## config.mk

```make
export PLATFORM = sky130hd
export DESIGN_NAME = decode_stage_flat
export DESIGN_NICKNAME = d
export VERILOG_FILES = /design/src/rtl/decode_if.sv /design/src/rtl/decode_stage.sv /design/src/flat_wrapper.sv
export SDC_FILE = /design/constraint.sdc
export NUM_CORES = 2
export LEC_CHECK = 0
export ABC_CLOCK_PERIOD_IN_PS = 4800
export CELL_PAD_IN_SITES_DETAIL_PLACEMENT = 0
export CELL_PAD_IN_SITES_GLOBAL_PLACEMENT = 1
export CORE_MARGIN = 2
export CORE_UTILIZATION = 50
export CTS_CLUSTER_DIAMETER = 200
export DETAILED_ROUTE_END_ITERATION = 7
export GPL_TIMING_DRIVEN = 0
export HOLD_SLACK_MARGIN = 0.15
export PLACE_DENSITY_LB_ADDON = 0.1
export RECOVER_POWER = 25
export SLEW_MARGIN = 15
export SYNTH_ARGS = -nofsm -noshare
export SYNTH_HDL_FRONTEND = slang
export SYNTH_SLANG_ARGS = --single-unit
```

## constraint.sdc

```tcl
create_clock -name clk -period 4.8 [get_ports clk]
set_input_delay 0.72 -clock clk [delete_from_list [all_inputs] [get_ports clk]]
set_output_delay 0.72 -clock clk [all_outputs]
set_load 0.1 [all_outputs]
```

## src/rtl/decode_if.sv

```systemverilog
// Fetch/Writeback inputs and decoded ID-side outputs of the decode stage.
// decode_stage uses the slave view; the driver of the stage uses master.
interface decode_if;
    logic [31:0] InstrF;
    logic [31:0] PCF_postff;
    logic [31:0] PCPlus4F;
    logic        StallD;
    logic        FlushD;
    logic        RegWriteW;
    logic [4:0]  RdW;
    logic [31:0] ResultW;

    logic [31:0] PCD;
    logic [31:0] PCPlus4D;
    logic [31:0] RD1D;
    logic [31:0] RD2D;
    logic [31:0] ImmExtD;
    logic [4:0]  Rs1D;
    logic [4:0]  Rs2D;
    logic [4:0]  RdD;
    logic        RegWriteD;
    logic        MemWriteD;
    logic        JumpD;
    logic        BranchD;
    logic        ALUSrcD;
    logic [1:0]  ResultSrcD;
    logic [2:0]  ALUControlD;

    modport slave (
        input  InstrF, PCF_postff, PCPlus4F, StallD, FlushD, RegWriteW, RdW, ResultW,
        output PCD, PCPlus4D, RD1D, RD2D, ImmExtD, Rs1D, Rs2D, RdD,
               RegWriteD, MemWriteD, JumpD, BranchD, ALUSrcD, ResultSrcD, ALUControlD
    );

    modport master (
        output InstrF, PCF_postff, PCPlus4F, StallD, FlushD, RegWriteW, RdW, ResultW,
        input  PCD, PCPlus4D, RD1D, RD2D, ImmExtD, Rs1D, Rs2D, RdD,
               RegWriteD, MemWriteD, JumpD, BranchD, ALUSrcD, ResultSrcD, ALUControlD
    );
endinterface

```

## src/rtl/decode_stage.sv

```systemverilog
// RV32I decode stage: IF/ID register with stall/flush, 32x32 register file
// with write-through reads, and control/immediate decode of the held instruction.
module decode_stage (
    input  logic    clk,
    input  logic    rst,
    decode_if.slave bus
);
    localparam logic [6:0] OP_LW  = 7'b0000011;
    localparam logic [6:0] OP_SW  = 7'b0100011;
    localparam logic [6:0] OP_R   = 7'b0110011;
    localparam logic [6:0] OP_I   = 7'b0010011;
    localparam logic [6:0] OP_BEQ = 7'b1100011;
    localparam logic [6:0] OP_JAL = 7'b1101111;

    typedef enum logic [2:0] {IMM_NONE, IMM_I, IMM_S, IMM_B, IMM_J} imm_src_e;

    typedef struct packed {
        logic       reg_write;
        logic       mem_write;
        logic       jump;
        logic       branch;
        logic       alu_src;
        logic [1:0] result_src;
        logic [2:0] alu_ctrl;
        imm_src_e   imm_src;
    } ctrl_t;

    logic [31:0]       instr_d;
    logic [31:0]       pc_d;
    logic [31:0]       pc_plus4_d;
    logic [31:0][31:0] rf;
    ctrl_t             ctrl;
    logic [31:0]       imm_ext;

    // Flush outranks stall so a squashed slot never survives a held pipeline.
    always_ff @(posedge clk) begin
        if (rst || bus.FlushD) begin
            instr_d    <= '0;
            pc_d       <= '0;
            pc_plus4_d <= '0;
        end else if (!bus.StallD) begin
            instr_d    <= bus.InstrF;
            pc_d       <= bus.PCF_postff;
            pc_plus4_d <= bus.PCPlus4F;
        end
    end

    always_ff @(posedge clk) begin
        if (rst)
            rf <= '0;
        else if (bus.RegWriteW && bus.RdW != 5'd0)
            rf[bus.RdW] <= bus.ResultW;
    end

    wire [6:0] opcode = instr_d[6:0];
    wire [2:0] funct3 = instr_d[14:12];
    wire [4:0] rs1    = instr_d[19:15];
    wire [4:0] rs2    = instr_d[24:20];

    // Write-through bypass so the Writeback result is usable in the same cycle.
    assign bus.RD1D = (rs1 == 5'd0) ? 32'd0 :
                      (bus.RegWriteW && bus.RdW == rs1) ? bus.ResultW : rf[rs1];
    assign bus.RD2D = (rs2 == 5'd0) ? 32'd0 :
                      (bus.RegWriteW && bus.RdW == rs2) ? bus.ResultW : rf[rs2];

    function automatic logic [2:0] alu_dec(input logic [2:0] f3, input logic f7b5,
                                           input logic is_r);
        case (f3)
            3'b000:  return (is_r && f7b5) ? 3'b001 : 3'b000;
            3'b010:  return 3'b101;
            3'b110:  return 3'b011;
            3'b111:  return 3'b010;
            default: return 3'b000;
        endcase
    endfunction

    always_comb begin
        ctrl = '{default: '0, imm_src: IMM_NONE};
        case (opcode)
            OP_LW: begin
                ctrl.reg_write  = 1'b1;
                ctrl.imm_src    = IMM_I;
                ctrl.alu_src    = 1'b1;
                ctrl.result_src = 2'b01;
            end
            OP_SW: begin
                ctrl.mem_write = 1'b1;
                ctrl.imm_src   = IMM_S;
                ctrl.alu_src   = 1'b1;
            end
            OP_R: begin
                ctrl.reg_write = 1'b1;
                ctrl.alu_ctrl  = alu_dec(funct3, instr_d[30], 1'b1);
            end
            OP_I: begin
                ctrl.reg_write = 1'b1;
                ctrl.imm_src   = IMM_I;
                ctrl.alu_src   = 1'b1;
                ctrl.alu_ctrl  = alu_dec(funct3, instr_d[30], 1'b0);
            end
            OP_BEQ: begin
                ctrl.branch   = 1'b1;
                ctrl.imm_src  = IMM_B;
                ctrl.alu_ctrl = 3'b001;
            end
            OP_JAL: begin
                ctrl.jump       = 1'b1;
                ctrl.reg_write  = 1'b1;
                ctrl.imm_src    = IMM_J;
                ctrl.result_src = 2'b10;
            end
            default: ;
        endcase
    end

    always_comb begin
        imm_ext = 32'd0;
        case (ctrl.imm_src)
            IMM_I:   imm_ext = {{20{instr_d[31]}}, instr_d[31:20]};
            IMM_S:   imm_ext = {{20{instr_d[31]}}, instr_d[31:25], instr_d[11:7]};
            IMM_B:   imm_ext = {{19{instr_d[31]}}, instr_d[31], instr_d[7],
                                instr_d[30:25], instr_d[11:8], 1'b0};
            IMM_J:   imm_ext = {{11{instr_d[31]}}, instr_d[31], instr_d[19:12],
                                instr_d[20], instr_d[30:21], 1'b0};
            default: imm_ext = 32'd0;
        endcase
    end

    assign bus.PCD         = pc_d;
    assign bus.PCPlus4D    = pc_plus4_d;
    assign bus.ImmExtD     = imm_ext;
    assign bus.Rs1D        = rs1;
    assign bus.Rs2D        = rs2;
    assign bus.RdD         = instr_d[11:7];
    assign bus.RegWriteD   = ctrl.reg_write;
    assign bus.MemWriteD   = ctrl.mem_write;
    assign bus.JumpD       = ctrl.jump;
    assign bus.BranchD     = ctrl.branch;
    assign bus.ALUSrcD     = ctrl.alu_src;
    assign bus.ResultSrcD  = ctrl.result_src;
    assign bus.ALUControlD = ctrl.alu_ctrl;
endmodule

```

## src/flat_wrapper.sv

```systemverilog
// flat-port wrapper written by rule: the top's interface ports become plain ports
module decode_stage_flat 
  (clk, rst, bus_InstrF, bus_PCF_postff, bus_PCPlus4F, bus_StallD, bus_FlushD, bus_RegWriteW, bus_RdW, bus_ResultW, bus_PCD, bus_PCPlus4D, bus_RD1D, bus_RD2D, bus_ImmExtD, bus_Rs1D, bus_Rs2D, bus_RdD, bus_RegWriteD, bus_MemWriteD, bus_JumpD, bus_BranchD, bus_ALUSrcD, bus_ResultSrcD, bus_ALUControlD);
  decode_if bus_i ();
  input  logic clk;
  input  logic rst;
  input wire logic [$bits(bus_i.InstrF)-1:0] bus_InstrF;
  input wire logic [$bits(bus_i.PCF_postff)-1:0] bus_PCF_postff;
  input wire logic [$bits(bus_i.PCPlus4F)-1:0] bus_PCPlus4F;
  input wire logic [$bits(bus_i.StallD)-1:0] bus_StallD;
  input wire logic [$bits(bus_i.FlushD)-1:0] bus_FlushD;
  input wire logic [$bits(bus_i.RegWriteW)-1:0] bus_RegWriteW;
  input wire logic [$bits(bus_i.RdW)-1:0] bus_RdW;
  input wire logic [$bits(bus_i.ResultW)-1:0] bus_ResultW;
  output wire logic [$bits(bus_i.PCD)-1:0] bus_PCD;
  output wire logic [$bits(bus_i.PCPlus4D)-1:0] bus_PCPlus4D;
  output wire logic [$bits(bus_i.RD1D)-1:0] bus_RD1D;
  output wire logic [$bits(bus_i.RD2D)-1:0] bus_RD2D;
  output wire logic [$bits(bus_i.ImmExtD)-1:0] bus_ImmExtD;
  output wire logic [$bits(bus_i.Rs1D)-1:0] bus_Rs1D;
  output wire logic [$bits(bus_i.Rs2D)-1:0] bus_Rs2D;
  output wire logic [$bits(bus_i.RdD)-1:0] bus_RdD;
  output wire logic [$bits(bus_i.RegWriteD)-1:0] bus_RegWriteD;
  output wire logic [$bits(bus_i.MemWriteD)-1:0] bus_MemWriteD;
  output wire logic [$bits(bus_i.JumpD)-1:0] bus_JumpD;
  output wire logic [$bits(bus_i.BranchD)-1:0] bus_BranchD;
  output wire logic [$bits(bus_i.ALUSrcD)-1:0] bus_ALUSrcD;
  output wire logic [$bits(bus_i.ResultSrcD)-1:0] bus_ResultSrcD;
  output wire logic [$bits(bus_i.ALUControlD)-1:0] bus_ALUControlD;
  assign bus_i.InstrF = bus_InstrF;
  assign bus_i.PCF_postff = bus_PCF_postff;
  assign bus_i.PCPlus4F = bus_PCPlus4F;
  assign bus_i.StallD = bus_StallD;
  assign bus_i.FlushD = bus_FlushD;
  assign bus_i.RegWriteW = bus_RegWriteW;
  assign bus_i.RdW = bus_RdW;
  assign bus_i.ResultW = bus_ResultW;
  assign bus_PCD = bus_i.PCD;
  assign bus_PCPlus4D = bus_i.PCPlus4D;
  assign bus_RD1D = bus_i.RD1D;
  assign bus_RD2D = bus_i.RD2D;
  assign bus_ImmExtD = bus_i.ImmExtD;
  assign bus_Rs1D = bus_i.Rs1D;
  assign bus_Rs2D = bus_i.Rs2D;
  assign bus_RdD = bus_i.RdD;
  assign bus_RegWriteD = bus_i.RegWriteD;
  assign bus_MemWriteD = bus_i.MemWriteD;
  assign bus_JumpD = bus_i.JumpD;
  assign bus_BranchD = bus_i.BranchD;
  assign bus_ALUSrcD = bus_i.ALUSrcD;
  assign bus_ResultSrcD = bus_i.ResultSrcD;
  assign bus_ALUControlD = bus_i.ALUControlD;
  decode_stage u_core (.clk(clk), .rst(rst), .bus(bus_i));
endmodule
```

* Word-level counts from Yosys, hierarchy flattened
Index checks and enable logic that the tools add are counted. W data, S select, Z words.
Word-level totals: memory bits (read-only) 0, output and inout port bits 185, bits in writable memories 0, bits in latches 0, bits of input ports 138, register bits 1120, memories 0
Operators by class: divide/modulo/power cells 0, magnitude comparators 4, bitwise operators 0, shift-type cells 0, reduce and logical (&&, ||, !) cells 12, add/sub/neg operators 0, multipliers 0, mux-type cells 23, equality and inequality tests 15
Operators by type and width (number):
- $bwmux W1024 | 1
- $bmux W32 S5 | 2
- $mux W32 | 7
- $demux W32 S5 | 1
- $pmux W32 S4 | 1
- $pmux W3 S4 | 2
- $lt A5 B6 Y1 const B | 3
- $pmux W3 S3 | 2
- $eq A7 B6 Y1 const B | 2
- $eq A7 B7 Y1 const B | 2
- $eq A5 B5 Y1 | 2
- $logic_not A5 Y1 | 2
- $eq A3 B2 Y1 const B | 3
- $eq A3 B3 Y1 const B | 3
- $eq A7 B2 Y1 const B | 1
- $eq A7 B5 Y1 const B | 1
- $mux W1 | 6
- $ge A5 B1 Y1 const B | 1
- $reduce_bool A5 Y1 | 1
- $logic_and A1 B1 Y1 | 4
- $pmux W2 S2 | 1
- $reduce_or A4 Y1 | 1
- $eq A3 B1 Y1 const B | 1
- $logic_not A3 Y1 | 1
- other kinds (3) | 3

* Depth between registers and ports, before layout
word-level depth 5, gate-level depth with buffers 9, mapped depth without buffers 5

* Least setup slack after synthesis
Ideal clock, no wire load.
kind reg-to-output, from register u_core.instr_d[2], to output port bus_ALUControlD[2], cell stages (with the launch flop) 6, data arrival time 3.919 ns, setup slack 0.161 ns, path buffers 1, data required time 4.080 ns, cell sequence dfxtp_1 > nor2_1 > nand3_1 > or2_2 > clkbuf_1 > nor4_1
On the way: longest elaborated chain between the ends 2
RTL lines:
- from (decl) | line decode_stage.sv:28 | logic [31:0] instr_d;
- from (signal assigned) | line decode_stage.sv:42 | instr_d <= bus.InstrF;
- $eq A7 B7 Y1 (tied with other cells) | line decode_stage.sv:79 | case (opcode)
- $pmux W3 S3 * | line decode_stage.sv:79
- to (decl) | line flat_wrapper.sv:29 | output wire logic [$bits(bus_i.ALUControlD)-1:0] bus_ALUControlD;
Every way passes the cells marked *; elsewhere a longest branch is shown, timed or not.

* Worst setup path after layout
from register u_core.instr_d[17], to output port bus_RD1D[8]
On the way: longest elaborated chain between the ends 4
RTL lines:
- $bmux W32 S5 / $eq A5 B5 Y1 (equally long branches) | line decode_stage.sv:62 | (bus.RegWriteW && bus.RdW == rs1) ? bus.ResultW : rf[rs1];
- $mux W32 (implied by the code) / $logic_and A1 B1 Y1 (equally long branches) | line decode_stage.sv:62
- $mux W32 | line decode_stage.sv:62
- $mux W32 * | line decode_stage.sv:61 | assign bus.RD1D = (rs1 == 5'd0) ? 32'd0 :
- to (decl) | line flat_wrapper.sv:17 | output wire logic [$bits(bus_i.RD1D)-1:0] bus_RD1D;
Every way passes the cells marked *; elsewhere a longest branch is shown, timed or not. The select of a mux whose other input is x is not followed.

==> out/metrics.cfg <==
[yosys]
synth_top_area_cell = dfxtp_1
avgSynthCellArea_sq_um = 9.000
yosys-top-cells-area = dfxtp_1, mux4_2, nand2_1
synth-edff-count = 0
ys.flop_type = dfxtp_1
synth_seq_cells = 1120
syn_area_sq_mm = 0.05602
ys_warn_count = 0
syn_inst = 6224
synthDistinctLibCells = 50
syn-num-nets = 6362
yosysSeqAreaShare = 0.4003
ys_async_sr_fraction = 0
post-synth-top-area-fraction = 0.4003

[floorplan]
coreArea_sq_mm = 0.1108
die-area_sq_mm = 0.1147
die_w_um = 338.7
start_util = 0.5055
die_h_um = 338.7
pin_count = 323
rows = 122

[sta]
setup_violations = 33
worst_pin_slew_ns = 1.375
rsz0062_at_grt = no
finClkSkew_ns = 0
whs_ns = 0.2790
setup_slack_ns = -0.1191
finalSetupTns_ns = -1.677
max_clock_freq_ghz = 0.2033
fin_crit_sh = 1.025
hold_viol_final = 0
slew-limit-headroom = 0.08334
slew_violations = 0
period_needed_ns = 4.919

[cts]
cts.sinks = 1120
cts_tree = yes
htreeDepth = 4
cts_inserted_buffers = 130
post-cts-setup-buffers = 0
cts_root_buf = clkbuf_16
clkTransAtPathRegs_ns = 0.06
clock_latency_ns = 0.78
clk_path_buf_depth = 3

[route]
dr.pass1.iters = 6
wirelength_um = 268200
wl_per_cell_um = 32.56
drtIter0Drc = 8194
ant_nets = 0
drc = 0
viasPerCell = 6.510
vias = 53620

[placed_design]
hpwlAfterDp_um = 201300
dp.cells = 7999
port_buffers = 285
dp_slack_ns = -0.9153
gp_congestion = 1.066

[critical_path]
critPathTopFamily = buffers and inverters
critical_path.cell_chain = buf_4 > buf_4 > buf_6 > buf_4 > mux2i_1 > o211ai_1 > o2111a_1 > clkdlybuf4s18_2
path_common_cell = buf_4
cp_max_fo = 10
cp_num_buf_inv = 5
path_class = flop to primary output
startpoint_type = flop
rrSetupSlack_ns = 2.42
crit_path_top_delay_cell = clkdlybuf4s18_2
cp.arrival_ns = 4.20
required_ns = 4.08
endpoint_kind = primary output
slowest_delay_ns = 0.55

[power_and_ir_drop]
totalPowerFinal_mw = 21.70
ir_drop_v = 0.0003350
p_per_area_mw_per_mm2 = 334.0
p_leak_nw = 21.28

[layout]
drive_above_1_share = 0.1726
final_cells = 8237
multi_input_area_sq_mm = 0.03045
regArea_sq_mm = 0.02242
fillers = 10120
syn_to_final_growth_pct = 15.98
nNetsFinal = 6780

[global_route]
antenna_found_initial = 10
grt_use_total = 0.4573
grt_pass1_wl_um = 371400
grt_pass1_vias = 50020
grt_max_degree = 17
overflow = 0

[outcome]
status = finished with violations
violations = negative setup slack

[job]
drv_cap = 0

[min_path]
hold_path.class = input port to flop

## power breakdown
part	internal, mW	leakage [nW]	switching [mW]	total [mW]
logic	0.540	10.2	1.65	2.19
clock network	5.78	2.08	4.28	10.1
registers	9.38	9.04	0.0627	9.45
total	15.7	21.3	6.00	21.7
## state kept, by name (all words and copies together), names as in the netlist
register / flops
u_core.rf: 1024
u_core.bus.PCD: 32
u_core.bus.PCPlus4D: 32
u_core.instr_d: 32
## metrics by stage
step                utilization  area [sq um]
floorplan                     -         56020
CTS                      0.5864         64990
finish                   0.5862         64970
global route             0.5860         64950
detailed placement       0.5483         60760
global placement         0.5480         60730
## worst min-delay path, stage by stage
cell and delay [ns]:
clkbuf_2 0.16, nand2_1 0.08, a21oi_1 0.05
## worst paths after layout
path,cells past startpoint,endpoint,startpoint
worst max register to register,5,u_core.instr_d[18]$_SDFFE_PP0N_,u_core.instr_d[18]$_SDFFE_PP0N_
worst min-delay path,3,u_core.rf[326]$_SDFFE_PP0P_,bus_ResultW[6]
worst min register to register,2,u_core.rf[72]$_SDFFE_PP0P_,u_core.rf[72]$_SDFFE_PP0P_
worst max-delay path,8,bus_RD1D[8],u_core.instr_d[17]$_SDFFE_PP0N_
## cells in the mapped netlist (9+ instances only)
master / number
nand2_1: 2095
a21oi_1: 998
o21ai_0: 38
buf_1: 18
mux2_2: 63
clkbuf_1: 410
buf_2: 145
o21ai_1: 27
buf_6: 9
and2_1: 13
nor2_1: 136
dfxtp_1: 1120
mux4_2: 511
nor2b_1: 36
o22ai_1: 129
mux2i_1: 163
o211ai_1: 63
clkbuf_2: 28
o2111a_1: 63
buf_4: 83
## placed cells by master (no fill, tap or decap), types with 100 or more instances in the layout
cell	count
mux2i_1	152
dfxtp_1	1120
clkbuf_16	134
nor2_1	136
clkdlybuf4s50_1	198
nand2_1	2094
o22ai_1	129
a21oi_1	998
mux4_2	511
buf_4	100
clkbuf_1	425
buf_2	141
## metal layers
layer / up-vias / track usage / wire (um)
li1: 22570 / - / -
met1: 26220 / 0.5834 / 97900
met2: 4014 / 0.6563 / 112800
met3: 813 / 0.1472 / 35660
met4: 4 / 0.3206 / 21830
met5: - / 0 / 23
## kinds of logic (layout without fill, tap and decap cells)
logic type	after synthesis	count (layout)	share of synthesized area
multiplexers	737	737	0.2472
AO/OA/AOI/OAI	1338	1338	0.1334
AND/OR/NAND/NOR	2324	2324	0.1604
XOR/XNOR	10	10	0.001564
buffers and inverters	695	1210	0.05720
other	0	10	0
flip-flops	1120	1120	0.4003
## what timing repair did
action,in CTS,in global routing
hold buffers,0,0
endpoints found under the setup margin,80,70
gates resized for setup,355,104
## area by class of cell
type / count / area share
Tap cell: 1488 / 0.02866
Buffer: 692 / 0.05096
Clock buffer: 199 / 0.06015
Antenna cell: 10 / 0.0003852
Multi-Input combinational cell: 4409 / 0.4687
Inverter: 2 / 0.0001156
Clock inverter: 30 / 0.004776
Sequential cell: 1120 / 0.3451
Timing Repair Buffer: 287 / 0.04116
(Power assumes the default switching activity.)
